--- config.mk ---
export PLATFORM = sky130hd
export DESIGN_NAME = cdb_arbiter_flat
export DESIGN_NICKNAME = d
export VERILOG_FILES = /design/src/rtl/cdb_arbiter_pkg.sv /design/src/rtl/cdb_arbiter_if.sv /design/src/rtl/cdb_arbiter_rr_picker.sv /design/src/rtl/cdb_arbiter.sv /design/src/flat_wrapper.sv
export SDC_FILE = /design/constraint.sdc
export NUM_CORES = 1
export LEC_CHECK = 0
export CAP_MARGIN = 15
export CORE_MARGIN = 4
export CORE_UTILIZATION = 45
export DETAILED_ROUTE_END_ITERATION = 10
export HOLD_SLACK_MARGIN = 0.05
export PLACE_DENSITY = 0.91
export SLEW_MARGIN = 30
export SYNTH_ARGS = -nofsm -noshare
export SYNTH_HDL_FRONTEND = slang
export SYNTH_SLANG_ARGS = --single-unit
--- constraint.sdc ---
create_clock -name clk -period 7.93 [get_ports clk]
set_input_delay 0.793 -clock clk [delete_from_list [all_inputs] [get_ports clk]]
set_output_delay 0.793 -clock clk [all_outputs]
set_load 0.1 [all_outputs]
--- src/rtl/cdb_arbiter_pkg.sv ---
// Shared CDB definitions: default widths, the NULL label and a small index helper.
// Also used by the reservation stations and the register file.
package cdb_arbiter_pkg;

   localparam int N_REQ_DEF   = 4;
   localparam int DATA_W_DEF  = 32;
   localparam int LABEL_W_DEF = 5;
   localparam int CNT_W_DEF   = 16;

   // Label value 0 means "no tag"; a result carrying it can never be broadcast.
   localparam int NULL_LABEL  = 0;

   // Successor of idx in a ring of n slots.
   function automatic int next_idx(input int idx, input int n);
      return (idx + 1 >= n) ? 0 : idx + 1;
   endfunction

endpackage

--- src/rtl/cdb_arbiter_if.sv ---
// Result/broadcast bundle between the execute units and the CDB arbiter.
// The requester side (execute units plus bench) is the master.
// The arbiter side is the slave.
interface cdb_arbiter_if #(
   parameter int N_REQ   = 4,
   parameter int DATA_W  = 32,
   parameter int LABEL_W = 5,
   parameter int CNT_W   = 16
);
   logic [N_REQ-1:0]         req;
   logic [N_REQ*LABEL_W-1:0] req_label;
   logic [N_REQ*DATA_W-1:0]  req_data;
   logic [N_REQ-1:0]         grant;
   logic                     BCEN;
   logic [LABEL_W-1:0]       BClabel;
   logic [DATA_W-1:0]        BCdata;
   logic                     tag_err;
   logic [CNT_W-1:0]         bc_count;

   modport master (
      output req, req_label, req_data,
      input  grant, BCEN, BClabel, BCdata, tag_err, bc_count
   );

   modport slave (
      input  req, req_label, req_data,
      output grant, BCEN, BClabel, BCdata, tag_err, bc_count
   );
endinterface

--- src/rtl/cdb_arbiter_rr_picker.sv ---
// Round-robin picker.
// Returns the first set bit of valid, scanning upward from ptr and wrapping at N_REQ.
// The result is given both as a one-hot vector and as an index.
module cdb_arbiter_rr_picker #(
   parameter int N_REQ = 4,
   parameter int IDX_W = 2
) (
   input  logic [N_REQ-1:0] valid,
   input  logic [IDX_W-1:0] ptr,
   output logic [N_REQ-1:0] grant,
   output logic [IDX_W-1:0] idx,
   output logic             found
);

   // Rotating priority scan; the first hit wins and later hits are ignored.
   always_comb begin
      grant = '0;
      idx   = '0;
      found = 1'b0;
      for (int k = 0; k < N_REQ; k++) begin
         if (!found && valid[(int'(ptr) + k) % N_REQ]) begin
            found = 1'b1;
            grant[(int'(ptr) + k) % N_REQ] = 1'b1;
            idx   = IDX_W'((int'(ptr) + k) % N_REQ);
         end
      end
   end

endmodule

--- src/rtl/cdb_arbiter.sv ---
// Common data bus arbiter.
// Grants one valid result per cycle and registers it onto the BCEN/BClabel/BCdata broadcast.
// Optional macro CDB_FIXED_PRIO0_EN gives unit 0 (the load unit) absolute priority.
// Units 1..N_REQ-1 still share the remaining slots round-robin.
module cdb_arbiter
   import cdb_arbiter_pkg::*;
#(
   parameter int N_REQ   = N_REQ_DEF,
   parameter int DATA_W  = DATA_W_DEF,
   parameter int LABEL_W = LABEL_W_DEF,
   parameter int CNT_W   = CNT_W_DEF
) (
   input logic           clk,
   input logic           rst,
   cdb_arbiter_if.slave  bus
);

   localparam int IDX_W = $clog2(N_REQ);

   logic [N_REQ-1:0]   valid;
   logic [N_REQ-1:0]   null_req;
   logic [N_REQ-1:0]   pick_valid;
   logic [N_REQ-1:0]   pick_grant;
   logic [N_REQ-1:0]   win_grant;
   logic [IDX_W-1:0]   pick_idx;
   logic [IDX_W-1:0]   win_idx;
   logic [IDX_W-1:0]   rr_ptr;
   logic               pick_found;
   logic               win_found;
   logic               advance;

   logic               bcen_q;
   logic [LABEL_W-1:0] label_q;
   logic [DATA_W-1:0]  data_q;
   logic               tag_err_q;
   logic [CNT_W-1:0]   count_q;

   // Split raw requests into grantable ones and ones carrying the NULL label.
   always_comb begin
      valid    = '0;
      null_req = '0;
      for (int i = 0; i < N_REQ; i++) begin
         if (bus.req[i]) begin
            if (bus.req_label[i*LABEL_W +: LABEL_W] == LABEL_W'(NULL_LABEL))
               null_req[i] = 1'b1;
            else
               valid[i] = 1'b1;
         end
      end
   end

   cdb_arbiter_rr_picker #(
      .N_REQ (N_REQ),
      .IDX_W (IDX_W)
   ) u_picker (
      .valid (pick_valid),
      .ptr   (rr_ptr),
      .grant (pick_grant),
      .idx   (pick_idx),
      .found (pick_found)
   );

   // Choose the winner; with fixed priority, unit 0 bypasses the ring and leaves rr_ptr alone.
   always_comb begin
`ifdef CDB_FIXED_PRIO0_EN
      pick_valid = valid & ~N_REQ'(1);
      if (valid[0]) begin
         win_grant = N_REQ'(1);
         win_idx   = '0;
         win_found = 1'b1;
         advance   = 1'b0;
      end else begin
         win_grant = pick_grant;
         win_idx   = pick_idx;
         win_found = pick_found;
         advance   = pick_found;
      end
`else
      pick_valid = valid;
      win_grant  = pick_grant;
      win_idx    = pick_idx;
      win_found  = pick_found;
      advance    = pick_found;
`endif
   end

   // Broadcast, pointer, counter and sticky error registers.
   always_ff @(posedge clk or posedge rst) begin
      if (rst) begin
         bcen_q    <= 1'b0;
         label_q   <= '0;
         data_q    <= '0;
         tag_err_q <= 1'b0;
         count_q   <= '0;
         rr_ptr    <= '0;
      end else begin
         if (|null_req)
            tag_err_q <= 1'b1;
         if (win_found) begin
            bcen_q  <= 1'b1;
            label_q <= bus.req_label[win_idx*LABEL_W +: LABEL_W];
            data_q  <= bus.req_data[win_idx*DATA_W +: DATA_W];
            count_q <= count_q + CNT_W'(1);
            if (advance)
               rr_ptr <= IDX_W'(next_idx(int'(win_idx), N_REQ));
         end else begin
            bcen_q <= 1'b0;
         end
      end
   end

   // Grant is masked during reset so no requester treats a reset cycle as accepted.
   assign bus.grant    = rst ? '0 : win_grant;
   assign bus.BCEN     = bcen_q;
   assign bus.BClabel  = label_q;
   assign bus.BCdata   = data_q;
   assign bus.tag_err  = tag_err_q;
   assign bus.bc_count = count_q;

endmodule
--- src/flat_wrapper.sv ---
// flat-port wrapper written by rule: the top's interface ports become plain ports
module cdb_arbiter_flat import cdb_arbiter_pkg::*;
#(
   parameter int N_REQ   = N_REQ_DEF,
   parameter int DATA_W  = DATA_W_DEF,
   parameter int LABEL_W = LABEL_W_DEF,
   parameter int CNT_W   = CNT_W_DEF
)
  (clk, rst, bus_req, bus_req_label, bus_req_data, bus_grant, bus_BCEN, bus_BClabel, bus_BCdata, bus_tag_err, bus_bc_count);
  cdb_arbiter_if #(.N_REQ(N_REQ), .DATA_W(DATA_W), .LABEL_W(LABEL_W), .CNT_W(CNT_W)) bus_i ();
  input logic clk;
  input logic rst;
  input wire logic [$bits(bus_i.req)-1:0] bus_req;
  input wire logic [$bits(bus_i.req_label)-1:0] bus_req_label;
  input wire logic [$bits(bus_i.req_data)-1:0] bus_req_data;
  output wire logic [$bits(bus_i.grant)-1:0] bus_grant;
  output wire logic [$bits(bus_i.BCEN)-1:0] bus_BCEN;
  output wire logic [$bits(bus_i.BClabel)-1:0] bus_BClabel;
  output wire logic [$bits(bus_i.BCdata)-1:0] bus_BCdata;
  output wire logic [$bits(bus_i.tag_err)-1:0] bus_tag_err;
  output wire logic [$bits(bus_i.bc_count)-1:0] bus_bc_count;
  assign bus_i.req = bus_req;
  assign bus_i.req_label = bus_req_label;
  assign bus_i.req_data = bus_req_data;
  assign bus_grant = bus_i.grant;
  assign bus_BCEN = bus_i.BCEN;
  assign bus_BClabel = bus_i.BClabel;
  assign bus_BCdata = bus_i.BCdata;
  assign bus_tag_err = bus_i.tag_err;
  assign bus_bc_count = bus_i.bc_count;
  cdb_arbiter #(.N_REQ(N_REQ), .DATA_W(DATA_W), .LABEL_W(LABEL_W), .CNT_W(CNT_W)) u_core (.clk(clk), .rst(rst), .bus(bus_i));
endmodule
==> results by stage <==
Run status:
- The flow ran to the end, and the final reports show no timing, DRC or antenna violations.

Synth:
- For this run, asynchronously set or reset flops after synthesis account for 100%.
- The leading register cell type out of synthesis is sky130_fd_sc_hd__dfrtp_1.
- When the netlist entered floorplanning its net count stood at 582.
- Summing the areas of all compound-gate instances in the mapped netlist gives 24.9% of the synthesized area.
- The synthesized netlist devotes 2.58% of its cell area to adder and majority cells.
- The gate count of the mapped netlist is 419.
- The mean post-synth cell area is 10.4 um2.
- The distinct cell type count after synthesis is 50.
- Of all cell types, the one taking the most synthesized area is sky130_fd_sc_hd__dfrtp_1.
- The number of flops mapped to enable cells by yosys is 0.
- The mux cell area share after synthesis is 11.4%.
- Summing every instance area after synthesis gives 4370 um2.
- The synthesized flop and latch total is 57.
- Yosys printed 0 warnings.
- Sorting the synthesized cells by area gives the leading types as sky130_fd_sc_hd__dfrtp_1 33%, sky130_fd_sc_hd__mux2i_1 9.6%, sky130_fd_sc_hd__a211oi_2 8.9%.
- The synthesized netlist devotes 16.3% of its cell area to simple gates.
- The top cell type's share of synthesized area is 32.7%.
- The main combinational cell family by area after synthesis is compound AO/OA/AOI/OAI gates.
- The sequential fraction of the synthesis area is 32.7%.
- After Yosys synthesis, XOR and XNOR cells account for 3.21% of the synthesized area.

Floorplanning:
- The top-level I/O count is 213.
- The die covers 11300 um2.
- The floorplan core area is 9330 um2.
- For this configuration, the core starts out at a cell density of 46.8%.
- The die extent in y is 106 um.
- From left edge to right edge, the die measures 106 um.
- The site row count is 35.

Clock network:
- The number of buffers created by CTS is 9.
- The number of instances resized during post-cts repair is 0.
- CTS placed an instance of sky130_fd_sc_hd__clkbuf_8 at the clock tree root.
- The maximum level of the CTS H-tree is 3.
- The CTS tree is yes.
- The buffers inserted during post-CTS setup optimization is 0.
- The CTS clock-pin slew for the worst setup and hold paths is 0.08 ns.
- The hold-fix buffer count after cts is 0.
- In this run the deepest clock path goes through 2 buffers.
- Clock latency on the worst-skew pair, taken at its later pin, is 0.33 ns.
- CTS saw 57 sinks.

Layout:
- The area added between synthesis and finish is 50.9%.
- The fraction of final layout cells sized beyond drive strength 1 is 16.5%.
- Measured on the finished design, the core utilization comes to 70.6%.
- In the layout the commonest cells are 211 x sky130_fd_sc_hd__clkdlybuf4s50_1, 57 x sky130_fd_sc_hd__dfrtp_1, 46 x sky130_fd_sc_hd__nor2_1.
- The total inserted antenna cells is 0.
- The most frequent standard cell in the layout excluding fill and tap cells is sky130_fd_sc_hd__clkdlybuf4s50_1.
- Counting the fill cells in the layout gives 729.
- The net count reported at finish is 778.

Routing:
- The number of remaining DRC errors is 0.
- The per-cell routed wire length is 19.3 um.
- The wire length after detailed routing is 14.4 mm.
- After detailed routing, the number of vias per cell comes to 5.72.
- The number of nets still failing antenna checks after routing is 0.
- The total via count in the routed design is 4283.
- The detailed router finished its first iteration with 186 violations.
- The first-pass iteration count of the detailed router is 6.

Global routing:
- In the global route stage, overall resource usage came out at 25.6%.
- The pin count of the biggest net entering global routing is 77.
- The total overflow left after global routing is 0.
- The via count of the first global-routing pass was 4602.
- The number of antenna violations at the first check in global routing is 0.
- The first global-routing pass estimated 23.2 mm of wire.

STA:
- The final hold slack is 0.471 ns.
- The worst slew margin relative to its limit is 31.2%.
- For this run, the top clock speed supported by timing is 191 MHz.
- For the pin with the worst max-slew slack, the measured transition is 1.03 ns.
- The post-route minimum period is 5.23 ns.
- The share of the cycle needed by the critical path after routing is 66.0%.
- The number of failing hold endpoints at the final stage is 0.
- Setup repair after global routing left no endpoint under its margin.
- The number of setup violations in the final report is 0.
- The count of pins over their slew limit was 0.
- For the final database, setup skew stands at 0.0126 ns.
- The setup total negative slack is 0 ns.

Run:
- Max-cap violations in this run came to 0.

Pwr:
- The static leakage power is 0.00259 uW.
- Overall power consumption after layout is estimated at 3400 uW.
- IR analysis of the VDD net gives a maximum drop of 0.000324 V.
- Power spread over the standard cell area amounts to 516 nW/um2.

Critical path:
- The internal reg-to-reg setup slack is 3.67 ns.
- The critical path required time is 7.14 ns.
- The endpoint kind of the worst setup timing path is an output pin.
- The highest fanout seen on the critical path is 14.
- The worst setup path is launched from a flip-flop.
- The critical path arrival is 4.44 ns.
- The kind of critical path is flip-flop to output pin.

Min path:
- The min-delay analysis places its worst path in the category flip-flop to flip-flop.

Placement:
- The number of I/O port buffers is 212.
- The congestion estimate from routability-driven global placement came to 0.925.
- Summed over all nets, the half-perimeter wirelength after detailed placement is 10.5 mm.
-- worst paths after layout --
| kind | end | startpoint | cells after the start |
|---|---|---|---|
| setup / recovery | bus_grant[1] | u_core.rr_ptr[0]$_DFFE_PP0P_ | 9 |
| hold / removal | u_core.bus.tag_err$_DFFE_PP0P_ | u_core.bus.tag_err$_DFFE_PP0P_ | 1 |
| setup reg to reg | u_core.bus.BCdata[16]$_DFFE_PP0P_ | u_core.rr_ptr[0]$_DFFE_PP0P_ | 10 |
| hold reg to reg | u_core.bus.tag_err$_DFFE_PP0P_ | u_core.bus.tag_err$_DFFE_PP0P_ | 1 |
| max in group asynchronous | u_core.bus.BCdata[31]$_DFFE_PP0P_ | rst | 3 |
| min in group asynchronous | u_core.bus.BCEN$_DFF_PP0_ | rst | 3 |
-- kinds of logic after synthesis --
| group | count (synthesis) |
|---|---|
| and+or+nand+nor | 134 |
| AOI/OAI and AO/OA | 118 |
| DFF | 57 |
| muxes | 46 |
| buffers and inverters | 39 |
| xor gates and xnor gates | 16 |
| adders and majority gates | 9 |
-- state kept, by name, summed over array words and instances, names as in the netlist --
register / cells
u_core.bus.BClabel: 5
u_core.bus.BCdata: 32
u_core.bus.BCEN: 1
u_core.rr_ptr: 2
u_core.bus.bc_count: 16
u_core.bus.tag_err: 1
-- per-stage QoR --
step,setup WS (ns),area (um2),instances
final,2.70,6590,749
after detailed placement,2.87,6360,733
after global placement,3.06,6350,733
after global routing,2.28,6590,749
after floorplan,3.42,4370,419
after CTS,2.72,6590,749
-- routing by layer --
layer  global-route usage (%)  wire (um)
met1                     27.3       5140
met2                     48.2       7900
met3                     6.13       1000
met4                     9.95        393
met5                        0          0
-- power by group --
group | switching [uW] | leakage (uW) | internal [uW] | total [uW]
Combinational | 1760 | 0.00181 | 797 | 2550
Clock | 133 | 0.000110 | 180 | 312
Sequential | 104 | 0.000671 | 428 | 532
-- synthesized netlist by cell type (9+ instances only) --
cell type                  count
sky130_fd_sc_hd__dfrtp_1      57
sky130_fd_sc_hd__nor2_1       46
sky130_fd_sc_hd__mux2i_1      42
sky130_fd_sc_hd__a221oi_1     32
sky130_fd_sc_hd__a211oi_2     31
sky130_fd_sc_hd__and2_2       28
sky130_fd_sc_hd__nand2_1      20
sky130_fd_sc_hd__clkbuf_8     14
sky130_fd_sc_hd__xnor2_1      12
sky130_fd_sc_hd__and2_1       10
sky130_fd_sc_hd__ha_1          9
sky130_fd_sc_hd__nand3_1       9
sky130_fd_sc_hd__o21ai_0       9
-- critical path, cell delays in order, from the launching register on --
cell and delay, ns:
sky130_fd_sc_hd__dfrtp_1 0.64, sky130_fd_sc_hd__clkinv_1 0.44, sky130_fd_sc_hd__ha_1 0.65, sky130_fd_sc_hd__inv_1 0.17, sky130_fd_sc_hd__o22ai_1 0.19, sky130_fd_sc_hd__mux2i_1 0.11
sky130_fd_sc_hd__o21ai_0 0.45, sky130_fd_sc_hd__nand2_1 0.16, sky130_fd_sc_hd__a21oi_1 0.16, sky130_fd_sc_hd__clkdlybuf4s50_1 1.15
-- area by class of cell --
class / instances / area [um2] / area share, %
tap: 129 / 161 / 2.45
multi-input combinational: 323 / 2590 / 39.3
clock buffer: 9 / 124 / 1.88
sequential: 57 / 1430 / 21.7
timing repair buffer: 217 / 2150 / 32.7
inverter: 7 / 26.3 / 0.399
clock inverter: 7 / 103 / 1.56
Power figures use the tool's default switching activity.
